## config.mk

```make
export PLATFORM = sky130hd
export DESIGN_NAME = instr_encoder_writer
export DESIGN_NICKNAME = d
export VERILOG_FILES = /design/src/rtl/instr_encoder_writer.sv
export SDC_FILE = /design/constraint.sdc
export NUM_CORES = 1
export LEC_CHECK = 0
export ABC_CLOCK_PERIOD_IN_PS = 5600
export CAP_MARGIN = 20
export CORE_UTILIZATION = 57
export DETAILED_ROUTE_END_ITERATION = 10
export PLACE_DENSITY = 0.95
export RECOVER_POWER = 50
export SETUP_SLACK_MARGIN = 0.2
export SLEW_MARGIN = 10
export SYNTH_ARGS = -nofsm -noshare
export SYNTH_HDL_FRONTEND = slang
export SYNTH_SLANG_ARGS = --single-unit
```

## constraint.sdc

```tcl
create_clock -name clk -period 5.6 [get_ports clk]
set_input_delay 1.12 -clock clk [delete_from_list [all_inputs] [get_ports clk]]
set_output_delay 1.12 -clock clk [all_outputs]
set_load 0.01 [all_outputs]
```

## src/rtl/instr_encoder_writer.sv

```systemverilog
// Packs decoded RV32I fields into instruction words and streams them to instruction memory.
// Latency: one cycle from handshake to mem_we/mem_wdata; optional IMM_RANGE_CHECK_EN adds immediate checks.
// Backpressure: in_ready drops when the FIFO is full and not popping, or when not in RUN; writes hold while mem_ready=0.

module sync_fifo #(
    parameter int DW    = 32,
    parameter int DEPTH = 4
) (
    input  logic                     clk,
    input  logic                     rst_n,
    input  logic                     flush,
    input  logic                     push,
    input  logic [DW-1:0]            push_dat,
    input  logic                     pop,
    output logic [DW-1:0]            head_dat,
    output logic                     head_vld,
    output logic                     full,
    output logic [$clog2(DEPTH):0]   cnt
);
    localparam int AW = $clog2(DEPTH);

    logic [DW-1:0] mem [DEPTH];
    logic [AW-1:0] wr_ptr;
    logic [AW-1:0] rd_ptr;

    always_ff @(posedge clk or negedge rst_n) begin
        if (!rst_n) begin
            wr_ptr <= '0;
            rd_ptr <= '0;
            cnt    <= '0;
        end else if (flush) begin
            wr_ptr <= '0;
            rd_ptr <= '0;
            cnt    <= '0;
        end else begin
            if (push) wr_ptr <= wr_ptr + AW'(1);
            if (pop)  rd_ptr <= rd_ptr + AW'(1);
            case ({push, pop})
                2'b10:   cnt <= cnt + (AW+1)'(1);
                2'b01:   cnt <= cnt - (AW+1)'(1);
                default: cnt <= cnt;
            endcase
        end
    end

    always_ff @(posedge clk) begin
        if (push && !flush) mem[wr_ptr] <= push_dat;
    end

    assign head_dat = mem[rd_ptr];
    assign head_vld = (cnt != '0);
    assign full     = (cnt == (AW+1)'(DEPTH));
endmodule

module instr_encoder_writer #(
    parameter int                    DEPTH      = 4,
    parameter int                    ADDR_WIDTH = 32,
    parameter logic [ADDR_WIDTH-1:0] BASE_ADDR  = '0
) (
    input  logic                  clk,
    input  logic                  rst_n,
    input  logic                  prog_start,
    input  logic                  in_valid,
    output logic                  in_ready,
    input  logic                  in_last,
    input  logic [2:0]            in_fmt,
    input  logic [6:0]            in_opcode,
    input  logic [2:0]            in_funct3,
    input  logic [6:0]            in_funct7,
    input  logic [4:0]            in_rd,
    input  logic [4:0]            in_rs1,
    input  logic [4:0]            in_rs2,
    input  logic [31:0]           in_imm,
    output logic                  mem_we,
    output logic [ADDR_WIDTH-1:0] mem_addr,
    output logic [31:0]           mem_wdata,
    input  logic                  mem_ready,
    output logic                  done,
    output logic                  err
);
    localparam int          CW  = $clog2(DEPTH) + 1;
    localparam logic [31:0] NOP = 32'h0000_0013;

    typedef enum logic [1:0] {IDLE, RUN, DRAIN, DONE} state_t;

    state_t                state_q, state_d;
    logic [ADDR_WIDTH-1:0] addr_q;
    logic                  err_q;
    logic [31:0]           enc;
    logic                  bad;
    logic                  push, pop;
    logic [31:0]           fifo_head;
    logic                  fifo_vld, fifo_full;
    logic [CW-1:0]         fifo_cnt;

    always_comb begin
        enc = NOP;
        bad = 1'b0;
        case (in_fmt)
            3'd0: enc = {in_funct7, in_rs2, in_rs1, in_funct3, in_rd, in_opcode};
            3'd1: enc = {in_imm[11:0], in_rs1, in_funct3, in_rd, in_opcode};
            3'd2: enc = {in_imm[11:5], in_rs2, in_rs1, in_funct3, in_imm[4:0], in_opcode};
            3'd3: enc = {in_imm[12], in_imm[10:5], in_rs2, in_rs1, in_funct3,
                         in_imm[4:1], in_imm[11], in_opcode};
            3'd4: enc = {in_imm[31:12], in_rd, in_opcode};
            3'd5: enc = {in_imm[20], in_imm[10:1], in_imm[11], in_imm[19:12], in_rd, in_opcode};
            default: bad = 1'b1;
        endcase
`ifdef IMM_RANGE_CHECK_EN
        case (in_fmt)
            3'd1, 3'd2: if ($signed(in_imm) < -32'sd2048 || $signed(in_imm) > 32'sd2047) bad = 1'b1;
            3'd3: if ($signed(in_imm) < -32'sd4096 || $signed(in_imm) > 32'sd4094 || in_imm[0]) bad = 1'b1;
            3'd4: if (in_imm[11:0] != 12'd0) bad = 1'b1;
            3'd5: if ($signed(in_imm) < -32'sd1048576 || $signed(in_imm) > 32'sd1048574 || in_imm[0]) bad = 1'b1;
            default: ;
        endcase
`endif
        if (bad) enc = NOP;
    end

    // A pop in the same cycle frees a slot, so a full FIFO can still accept.
    assign pop      = fifo_vld & mem_ready;
    assign in_ready = (state_q == RUN) && (!fifo_full || pop);
    assign push     = in_valid & in_ready;

    sync_fifo #(.DW(32), .DEPTH(DEPTH)) u_fifo (
        .clk      (clk),
        .rst_n    (rst_n),
        .flush    (prog_start),
        .push     (push),
        .push_dat (enc),
        .pop      (pop),
        .head_dat (fifo_head),
        .head_vld (fifo_vld),
        .full     (fifo_full),
        .cnt      (fifo_cnt)
    );

    always_ff @(posedge clk or negedge rst_n) begin
        if (!rst_n) begin
            state_q <= IDLE;
            addr_q  <= BASE_ADDR;
            err_q   <= 1'b0;
        end else begin
            state_q <= state_d;
            if (prog_start) begin
                addr_q <= BASE_ADDR;
                err_q  <= 1'b0;
            end else begin
                if (pop)        addr_q <= addr_q + ADDR_WIDTH'(4);
                if (push && bad) err_q <= 1'b1;
            end
        end
    end

    // DONE is entered on the edge of the final pop so done rises the cycle after it.
    always_comb begin
        state_d = state_q;
        case (state_q)
            IDLE:  state_d = IDLE;
            RUN:   if (push && in_last) state_d = DRAIN;
            DRAIN: if (!fifo_vld || (pop && fifo_cnt == CW'(1))) state_d = DONE;
            DONE:  state_d = DONE;
            default: state_d = IDLE;
        endcase
        if (prog_start) state_d = RUN;
    end

    assign mem_we    = fifo_vld;
    assign mem_addr  = addr_q;
    assign mem_wdata = fifo_vld ? fifo_head : 32'h0;
    assign done      = (state_q == DONE);
    assign err       = err_q;
endmodule

```

==> results of run 1 <==
synth_stat cells, types with 4 or more instances:
library cell  number
a21oi_1           15
a22o_1             5
a22oi_1           16
and2_1            40
and3_1             7
buf_2              4
clkbuf_1          22
dfrtp_1           40
edfxtp_1         128
ha_1               9
inv_1             24
mux4_2            32
nand2_1           34
nand3_1            7
nand4_1           15
nor2_1            34
nor3_1             7
nor4_1             7
o21ai_0           25
o22ai_1            6
or3_1              6
xnor2_1           25
xor2_1             4
flip-flops by register name, indices dropped and copies added (netlist names):
name / count
err: 1
mem_addr: 30
state_q: 2
u_fifo.cnt: 3
u_fifo.mem: 128
u_fifo.rd_ptr: 2
u_fifo.wr_ptr: 2
final cells by class:
class	instances	area (um^2)
multi-input cells	323	2534
clock buffers	19	432.9
fillers	722	3134
clock inverters	12	150.1
diodes	1	2.502
inverters	25	93.84
well taps	172	215.2
flip-flops and latches	168	4846
repair buffers	146	1416
how the worst max path moves through the flow:
stage,from,endpoint,slack (ns),cells past startpoint
6_report,prog_start,u_fifo.mem[3][28],1.01,5
5_1_grt,prog_start,u_fifo.mem[2][20],0.82,5
4_1_cts,u_fifo.rd_ptr[0],mem_wdata[22],1.57,4
3_5_place_dp,mem_ready,in_ready,1.79,4
3_3_place_gp,mem_ready,in_ready,1.84,4
2_1_floorplan,mem_ready,u_fifo.mem[0][0],2.54,4
critical path, delay by kind of cell:
kind                   cells  cell delay (ns)
buffers and inverters      4             3.00
and+or+nand+nor            1             0.31
routing by layer:
metal  vias up  share of wire (%)
met2       294                 52
met1      2607                 38
met4         0                4.1
li1       2316                  -
met5         -                  0
met3        62                6.1
per-stage QoR:
stage | cell area [um^2] | hold slack [ns] | power [mW] | instances
floorplan | 7606 | 0.4847 | 2.090 | 545
global placement | 9138 | 0.5038 | 2.533 | 834
detailed placement | 9138 | 0.5016 | 2.571 | 834
CTS | 9721 | 0.5217 | 3.730 | 865
global route | 9688 | 0.5681 | 3.856 | 865
finish | 9691 | 0.5178 | 3.706 | 866
kinds of logic (layout without fill, tap and decap cells):
kind of cell	Yosys count	after routing	share of synthesized area [%]
compound gates	76	76	6.304
xor+xnor	29	29	3.341
fa+ha+maj	9	9	1.481
buf+inv	54	202	2.831
flops	168	168	63.73
mux	35	35	9.875
other cells	1	3	0.04933
simple gates	172	172	12.39
power groups by stage:
stage	sequential (mW)	clock [mW]	combinational (mW)
5_1_grt	1.50	1.22	1.13
6_report	1.49	1.16	1.06
4_1_cts	1.49	1.17	1.07
2_1_floorplan	1.47	0	0.620
3_3_place_gp	1.51	0	1.02
3_5_place_dp	1.52	0	1.05
==> results.md, run 1 <==
* DRC violations left at 0
* Synth area leaders: edfxtp_1 51%, dfrtp_1 13%, mux4_2 9.5%
* PD cells at ~380 mW/mm^2
* CTS H-tree lvls at 4
* Fmax at around 220 MHz
* CTS clk-pin slew, worst paths at approximately 0.06 ns
* Synthesized area at ~0.0076 mm^2
* Met2 Use GR at ~47%
* Final setup viols at 0
* R2r worst-path depth at 6
* Synth Warn # at 0
* Hold path endpoint: err
* Post-synthesis sequential area ratio at 63.73%
* Final hold vios at 0
* Die Wd at roughly 120 um
* IO buf count at about 140
* Worst VDD drop at between 0.3 and 0.4 mV
* Clock latency on the worst-skew pair at roughly 0.42 ns
* Proportion of layout cells with a drive suffix above 1 at 9.668%
* Drt wl/cell at between 20 and 25 um
* Vias in the first global route at between 5k and 6k
* Gate Count Post-Synth at about 540
* Cell taking the most area after synthesis: edfxtp_1
* Comb pwr share at around 28%
* Number of register bits inferred by synthesis at around 170
* Path type of the worst min-delay path: reg2reg
* Critical path class: in2reg
* GP Congestion at 0.8994
* Most common cell after layout, fill and taps aside: edfxtp_1
* Initial antenna violation count at 0
* Final Skew at roughly 0.0081 ns
* Core area at between 0.01 and 0.015 mm^2
* Crit-path max FO at 37
* Root buffer cell: clkbuf_16
* Gr ovfl total at 0
* Initial Util at between 50% and 60%
* CP max-delay cell: clkbuf_1
* Clk pwr share at about 31%
* Commonest non-fill, non-tap cells in the layout: 128 x edfxtp_1, 101 x clkdlybuf4s50_1, 39 x dfrtp_1, 36 x dlygate4sd3_1
* Tmin final at 4.592 ns
* Cts bufs inserted at 17
* Hold path startpoint: err
* Yosys top cell area share at about half
* Die ar. at ~0.014 mm^2
* Post_cts resized at 0
* Cell variety after synth at 46
* Leakage at around 3.5 nW
* RR Startpoint: u_fifo.cnt[0]
* Worst slack, placed at about 1.8 ns
* Vias per cell at around 6.1
* Fin util at between 70% and 80%
* Met1 GRT Util at roughly a third
* Tcrit/Tclk final at between 80% and 90%
* Rows at 41
* EDFF count, synth at around 130
* Critical Path Sink Type: register
* Dominant synthesized flop cell: edfxtp_1
* Relative slew slack at -40.01%
* Via count at approximately 5.3k
* Failing checks: max-capacitance violations, max-slew violations
* Flop pwr share at around 40%
* Hold Buf Count CTS at 0
* Total Wirelength at about 18 mm
* Met3 Resource Use GR at under 10%
* Area grow syn2layout at 27.47%
* Ports at between 100 and 150
* Number of antenna-violating nets in the routed design at 0
* Max incr delay on CP at around 1.2 ns
* Crit-path cells: dlygate4sd3_1, clkbuf_1, inv_1, and3_1, clkbuf_1
* Global-route wire length before repair at about 29 mm
* Slew Limit Fails at between 200 and 250
* Largest net degree at the start of global routing at 41
* Max cap viols at 6
* Clk sinks at between 150 and 200
* Total Routing Usage GR at ~28%
* Sw Ratio at roughly 28%
* Reg2reg end: u_fifo.mem[3][28]
* Slew @ Worst Pin at 2.100 ns
* Asr flop ratio synth at between 20% and 30%
* Post-CTS setup buffer count at 0
* Synthesized area per cell at between 10 and 15 um^2
* Crit-path most repeated cell: clkbuf_1
* DR iter-0 viols at a little over 600
* P_sw at slightly above 1 mW
* Critical Path Source Type: input pin
* Fin Setup TNS at 0 ns
* Final #Nets at roughly 760
* Internal at 2.682 mW
* Worst setup margin at slightly above 1 ns
* RSZ-0062 raised after global routing: false
* CP required at around 5.5 ns
* Status: complete, but fails checks
* Max clock buf depth at 2
* Hold path depth at 2
* Critical Path AT at around 4.5 ns
* Dpl hpwl at about 11 mm
* CTS tree: built
* Drt pass-1 iters at 5
* Die Span Y at about 120 um
* R2r setup slk at between 2 and 2.5 ns
* Grt peak-use layer: met2
Note: power is estimated with default switching activity, not from simulation.
==> run 2, diff against run 1 <==
--- a/config.mk
+++ b/config.mk
@@ -5,11 +5,11 @@
 export SDC_FILE = /design/constraint.sdc
 export NUM_CORES = 1
 export LEC_CHECK = 0
-export ABC_CLOCK_PERIOD_IN_PS = 5600
+export ABC_CLOCK_PERIOD_IN_PS = 3700
 export CAP_MARGIN = 20
-export CORE_UTILIZATION = 57
+export CORE_UTILIZATION = 47
 export DETAILED_ROUTE_END_ITERATION = 10
-export PLACE_DENSITY = 0.95
+export PLACE_DENSITY = 0.86
 export RECOVER_POWER = 50
 export SETUP_SLACK_MARGIN = 0.2
 export SLEW_MARGIN = 10
==> constraint.sdc (replaced) <==
create_clock -name clk -period 3.7 [get_ports clk]
set_input_delay 0.74 -clock clk [delete_from_list [all_inputs] [get_ports clk]]
set_output_delay 0.74 -clock clk [all_outputs]
set_load 0.01 [all_outputs]
==> results.md, run 2 (same netlist as run 1, synthesis figures left out) <==
* Status: complete, but fails checks
* Failing checks: max-capacitance violations, max-slew violations
* Critical Path Sink Type: output port
* Area after DPL at 0.009256 mm^2 (+1.3%)
* Crit-path cells: inv_1, ha_1, nor2b_1, inv_4, and2_1, clkdlybuf4s50_1
* Critical Path Source Type: register
* Largest net degree at the start of global routing at 41 (unchanged)
* Buffer and inverter count on the worst path at 3 (-1)
* Fmax at around 300 MHz
* R2r setup slk at 0.61 ns (-1.43 ns)
* Total Wirelength at 17.49 mm (-2.7%)
* Footprint of the multi-input gates at 0.002542 mm^2 (+0.35%)
* Number of antenna-violating nets in the routed design at 0 (unchanged)
* Core area at 0.01583 mm^2 (+23%)
* Drt wl/cell at 19.09 um (-8.1%)
* Clk sinks at 168 (unchanged)
* Leakage at 3.525 nW (+1.5%)
* PD cells at 573.8 mW/mm^2 (+50%)
* Max cap viols at 1 (-5)
* Max incr delay on CP at 0.49 ns (-0.66 ns)
* Final setup viols at 0 (unchanged)
* Drt pass-1 iters at 6 (+1)
* Max clock buf depth at 2 (unchanged)
* Crit-path max FO at 36 (-2.7%)
* Critical path class: reg2out
* Worst slack, placed at 0.5615 ns (-1.226 ns)
* Final Skew at 0.01386 ns (+0.005710 ns)
* Fillers at 1141 (+58%)
* Critical Path AT at 2.59 ns (-1.86 ns)
* CTS clk-pin slew, worst paths at 0.06 ns (about the same)
* CP required at 2.96 ns (-2.50 ns)
* Die Wd at 129.2 um (+10%)
* Fin Setup TNS at 0 ns (unchanged)
* Gr ovfl total at 0 (unchanged)
* Most common cell after layout, fill and taps aside: edfxtp_1
* CP delay by family, top: buffers and inverters
* Root buffer cell: clkbuf_16
* Max reg flops at 128 (unchanged)
* DR iter-0 viols at 451 (-27%)
* Global-route wire length before repair at 27.22 mm (-5.6%)
* CTS tree: built
* Ports at 141 (unchanged)
* Power after layout at 5.648 mW (+52%)
* Final #Nets at 769 (+0.79%)
* Clock latency on the worst-skew pair at 0.42 ns (about the same)
* FF+latch area at 0.004847 mm^2 (about the same)
* Cts bufs inserted at 17 (unchanged)
* GP Congestion at 0.8909 (-0.95%)
* # diodes at 0 (-1)
* Top reg by flops: u_fifo.mem
* Vias per cell at 5.572 (-8.6%)
* DRC violations left at 0 (unchanged)
* Post_cts resized at 0 (unchanged)
* Proportion of layout cells with a drive suffix above 1 at 12.00% (+2.3 points)
* Tcrit/Tclk final at roughly 90%
* Post-route insts no fill at 916 (+5.8%)
* Slew Limit Fails at 41 (-81%)
* Relative slew slack at -41.08% (-1.1 points)
* RSZ-0062 raised after global routing: false
* Placed cells at 884 (+6.0%)
* Dpl hpwl at 11.75 mm (+3.3%)
* CP max-delay cell: clkdlybuf4s50_1
* Total Routing Usage GR at 22.13% (-5.4 points)
* Final hold vios at 0 (unchanged)
* Tmin final at around 3.3 ns
* Vias in the first global route at 5065 (-5.6%)
* Final instance area at 0.009842 mm^2 (+1.6%)
* Post-CTS setup buffer count at 0 (unchanged)
* Initial antenna violation count at 0 (unchanged)
* Die Span Y at 129.2 um (+10%)
* Commonest non-fill, non-tap cells in the layout: 128 x edfxtp_1, 103 x clkdlybuf4s50_1, 38 x dfrtp_1
* Slew @ Worst Pin at 2.116 ns (+0.01597 ns)
* Via count at 5104 (-3.3%)
* Rows at 46 (+12%)
* Area grow syn2layout at 29.46%
* Path type of the worst min-delay path: reg2reg
* Initial Util at 48.03% (-11 points)
* Worst setup margin at 0.3703 ns (-0.6375 ns)
* Hold Buf Count CTS at 0 (unchanged)
* CTS H-tree lvls at 4 (unchanged)
* Die ar. at 0.01669 mm^2 (+21%)
* IO buf count at 138 (unchanged)
* Worst VDD drop at 0.4133 mV (+34%)
==> run 2: cell types whose count changed in the layout (fill, tap and decap cells not counted), sizes merged <==
cell           delta
inv               +6
buf               +8
clkdlybuf4s50     +2
dlygate4sd3       -2
clkinv            -2
diode             -1
bufinv            -1
clkbuf            -4
==> run 2: layout make-up <==
cell class / count / share of cell area, %
flip-flops and latches: 168 / 49.25
multi-input cells: 323 / 25.83
repair buffers: 152 / 15.05
clock buffers: 17 / 4.322
well taps: 216 / 2.746
clock inverters: 15 / 1.818
inverters: 25 / 0.9789
==> run 2: per-layer routing <==
layer  global-route usage (%)  vias up  wire, um
met2                    39.44      197      9418
met4                    8.581        0       386
met3                    4.418       25       900
li1                         -     2338         -
met5                        0        -         0
met1                    26.46     2544      6784
==> run 2: final timing paths <==
| kind | startpoint | endpoint | cells after the start |
|---|---|---|---|
| max reg2reg | u_fifo.cnt[0] | u_fifo.mem[0][18] | 7 |
| max | u_fifo.cnt[1] | mem_wdata[24] | 6 |
| min in group asynchronous | rst_n | mem_addr[23] | 1 |
| min reg2reg | state_q[1] | state_q[1] | 2 |
| max in group asynchronous | rst_n | u_fifo.rd_ptr[1] | 1 |
| min | state_q[1] | state_q[1] | 2 |
==> run 2: stage by stage <==
step	hold WS, ns	utilization (%)
2_1_floorplan	0.4444	-
3_3_place_gp	0.4964	58.48
3_5_place_dp	0.5077	58.48
4_1_cts	0.4673	62.30
5_1_grt	0.5780	62.18
6_report	0.5620	62.18
==> run 2: tightest hold or removal path, delay by kind of cell (launching register included) <==
family	cells	cell delay, ns
AO/OA/AOI/OAI	1	0.05
AND/OR/NAND/NOR	1	0.09
flip-flops	1	0.38
==> run 2: report_power, final <==
group	total (mW)	internal [mW]	switching (mW)	leakage [nW]
logic	1.60	0.875	0.727	1.51
registers	2.26	2.15	0.119	1.72
clock network	1.78	1.02	0.760	0.295
==> run 3, diff against run 2 <==
==> constraint.sdc (replaced) <==
create_clock -name clk -period 3.7 [get_ports clk]
set_input_delay 0.555 -clock clk [delete_from_list [all_inputs] [get_ports clk]]
set_output_delay 0.555 -clock clk [all_outputs]
set_load 0.01 [all_outputs]
==> results.md, run 3 (same netlist as run 1, synthesis figures left out) <==
* Rows at 46 (unchanged)
* CP required at 3.14 ns (+0.18 ns)
* Most common cell after layout, fill and taps aside: edfxtp_1
* Hold path depth at 2 (unchanged)
* Commonest non-fill, non-tap cells in the layout: 128 x edfxtp_1, 103 x clkdlybuf4s50_1, 38 x dfrtp_1
* Power after layout at 5.609 mW (-0.69%)
* Slew Limit Fails at 41 (unchanged)
* Vias per cell at 5.660 (+1.6%)
* Final #Nets at 761 (-1.0%)
* R2r setup slk at 0.83 ns (+0.22 ns)
* Proportion of layout cells with a drive suffix above 1 at 11.00% (-1.0 points)
* DR iter-0 viols at 461 (+2.2%)
* Max cap viols at 1 (unchanged)
* IO buf count at 138 (unchanged)
* Crit-path cells: inv_1, ha_1, nor2b_1, inv_2, and2_1, clkdlybuf4s50_1
* Hold path endpoint: err
* Tcrit/Tclk final at 91.20% (+1.2 points)
* RSZ-0062 raised after global routing: false
* Path type of the worst min-delay path: reg2reg
* CP max-delay cell: clkdlybuf4s50_1
* Sw Ratio at 28.40% (about the same)
* Drt pass-1 iters at 8 (+2)
* Comb pwr share at 28.4% (about the same)
* Reg2reg end: mem_addr[30]
* RR Startpoint: u_fifo.cnt[0]
* Post-CTS setup buffer count at 0 (unchanged)
* CTS tree: built
* Setup crit start: u_fifo.cnt[0]
* Critical Path Sink Type: output port
* Total Routing Usage GR at 22.10% (-0.036 points)
* Fillers at 1129 (-1.1%)
* Die Wd at 129.2 um (unchanged)
* Slew @ Worst Pin at 2.168 ns (+0.05136 ns)
* Failing checks: max-capacitance violations, max-slew violations
* Clock latency on the worst-skew pair at 0.43 ns (about the same)
* Cts bufs inserted at 17 (unchanged)
* Clk pwr share at 31.0% (-0.5 points)
* GP Congestion at 0.8512 (-4.5%)
* Critical Path Source Type: register
* Critical Path AT at 2.82 ns (+0.23 ns)
* Hold path startpoint: err
* Status: complete, but fails checks
* Critical path class: reg2out
* Ports at 141 (unchanged)
* Fmax at 296.3 MHz (-1.3%)
* Number of antenna-violating nets in the routed design at 0 (unchanged)
* Hold Buf Count CTS at 0 (unchanged)
* Via count at 5134 (+0.59%)
* Final hold vios at 0 (unchanged)
* Flop pwr share at 40.6% (+0.5 points)
* Global-route wire length before repair at 27.31 mm (+0.33%)
* Vias in the first global route at 5102 (+0.73%)
* Initial antenna violation count at 0 (unchanged)
* Initial Util at 48.03% (unchanged)
* Worst VDD drop at 0.3769 mV (-8.8%)
* Post_cts resized at 0 (unchanged)
* Final Skew at 0.009824 ns (-0.004031 ns)
* PD cells at 575.0 mW/mm^2 (+0.20%)
* CTS H-tree lvls at 4 (unchanged)
* R2r worst-path depth at 8 (+1)
* Max incr delay on CP at 0.49 ns (about the same)
* Crit-path max FO at 36 (unchanged)
* Drt wl/cell at 19.41 um (+1.7%)
* Final setup viols at 0 (unchanged)
* Root buffer cell: clkbuf_16
* Area grow syn2layout at 28.31%
* Gr ovfl total at 0 (unchanged)
* Max clock buf depth at 2 (unchanged)
* Largest net degree at the start of global routing at 41 (unchanged)
* Max reg flops at 128 (unchanged)
* P_sw at 1.593 mW (-0.78%)
* Leakage at 3.471 nW (-1.5%)
* Clk sinks at 168 (unchanged)
* Dpl hpwl at 11.69 mm (-0.53%)
* Tmin final at 3.374 ns (+0.04475 ns)
* Die Span Y at 129.2 um (unchanged)
* Core area at 0.01583 mm^2 (unchanged)
* Total Wirelength at 17.61 mm (+0.67%)
* Relative slew slack at -44.50% (-3.4 points)
* DRC violations left at 0 (unchanged)
* # diodes at 0 (unchanged)
* CTS clk-pin slew, worst paths at 0.06 ns (about the same)
* Fin Setup TNS at 0 ns (unchanged)
* Top reg by flops: u_fifo.mem
* Internal at 4.016 mW (-0.65%)
* Die ar. at 0.01669 mm^2 (unchanged)
## run 3: stage by stage
stage | hold slack, ns | instances | util, % | instance area, um^2 | worst slack [ns]
6_report | 0.4937 | 907 | 61.63 | 9754 | 0.3255
5_1_grt | 0.5774 | 907 | 61.63 | 9754 | 0.1804
4_1_cts | 0.2897 | 907 | 61.72 | 9769 | 0.4020
3_5_place_dp | 0.4894 | 876 | 58.10 | 9196 | 0.8074
3_3_place_gp | 0.4970 | 876 | 58.10 | 9196 | 0.8902
2_1_floorplan | 0.2594 | 545 | - | 7606 | 1.182
## run 3: final cells by class
| type | count | area (um^2) | area share (%) |
|---|---|---|---|
| flip-flops and latches | 168 | 4847 | 49.69 |
| multi-input cells | 323 | 2549 | 26.13 |
| repair buffers | 144 | 1421 | 14.57 |
| clock buffers | 18 | 429.2 | 4.400 |
| well taps | 216 | 270.3 | 2.771 |
| clock inverters | 13 | 143.9 | 1.475 |
| inverters | 25 | 93.84 | 0.9620 |
## run 3: worst max-delay path: cells and delay by family (launching register included)
family / cells / cell delay (ns)
adders and majority gates: 1 / 0.24
buffers and inverters: 3 / 0.99
DFF: 1 / 0.43
and+or+nand+nor: 2 / 0.71
## run 3: worst max path at each step
stage                        end  slack [ns]  depth (start not counted)
6_report           mem_wdata[24]        0.33                          6
4_1_cts            mem_wdata[25]        0.40                          6
3_5_place_dp   u_fifo.mem[1][19]        0.81                          3
3_3_place_gp   u_fifo.mem[2][17]        0.89                          3
2_1_floorplan   u_fifo.mem[0][0]        1.18                          6
5_1_grt            mem_wdata[25]        0.18                          6
## run 3: routing by layer
layer | vias up | GRT usage (%) | part of all wire, %
li1 | 2313 | - | -
met1 | 2579 | 28.15 | 40
met2 | 203 | 37.35 | 52
met3 | 39 | 3.964 | 5.8
met4 | 0 | 9.481 | 2.3
met5 | - | 0 | 0
## run 3: power groups by stage
| stage | Sequential, mW | Combinational [mW] | Clock, mW |
|---|---|---|---|
| final | 2.28 | 1.59 | 1.74 |
| after global routing | 2.30 | 1.70 | 1.82 |
| after CTS | 2.28 | 1.61 | 1.74 |
| after detailed placement | 2.32 | 1.59 | 0 |
| after global placement | 2.31 | 1.55 | 0 |
| after floorplan | 2.23 | 0.938 | 0 |
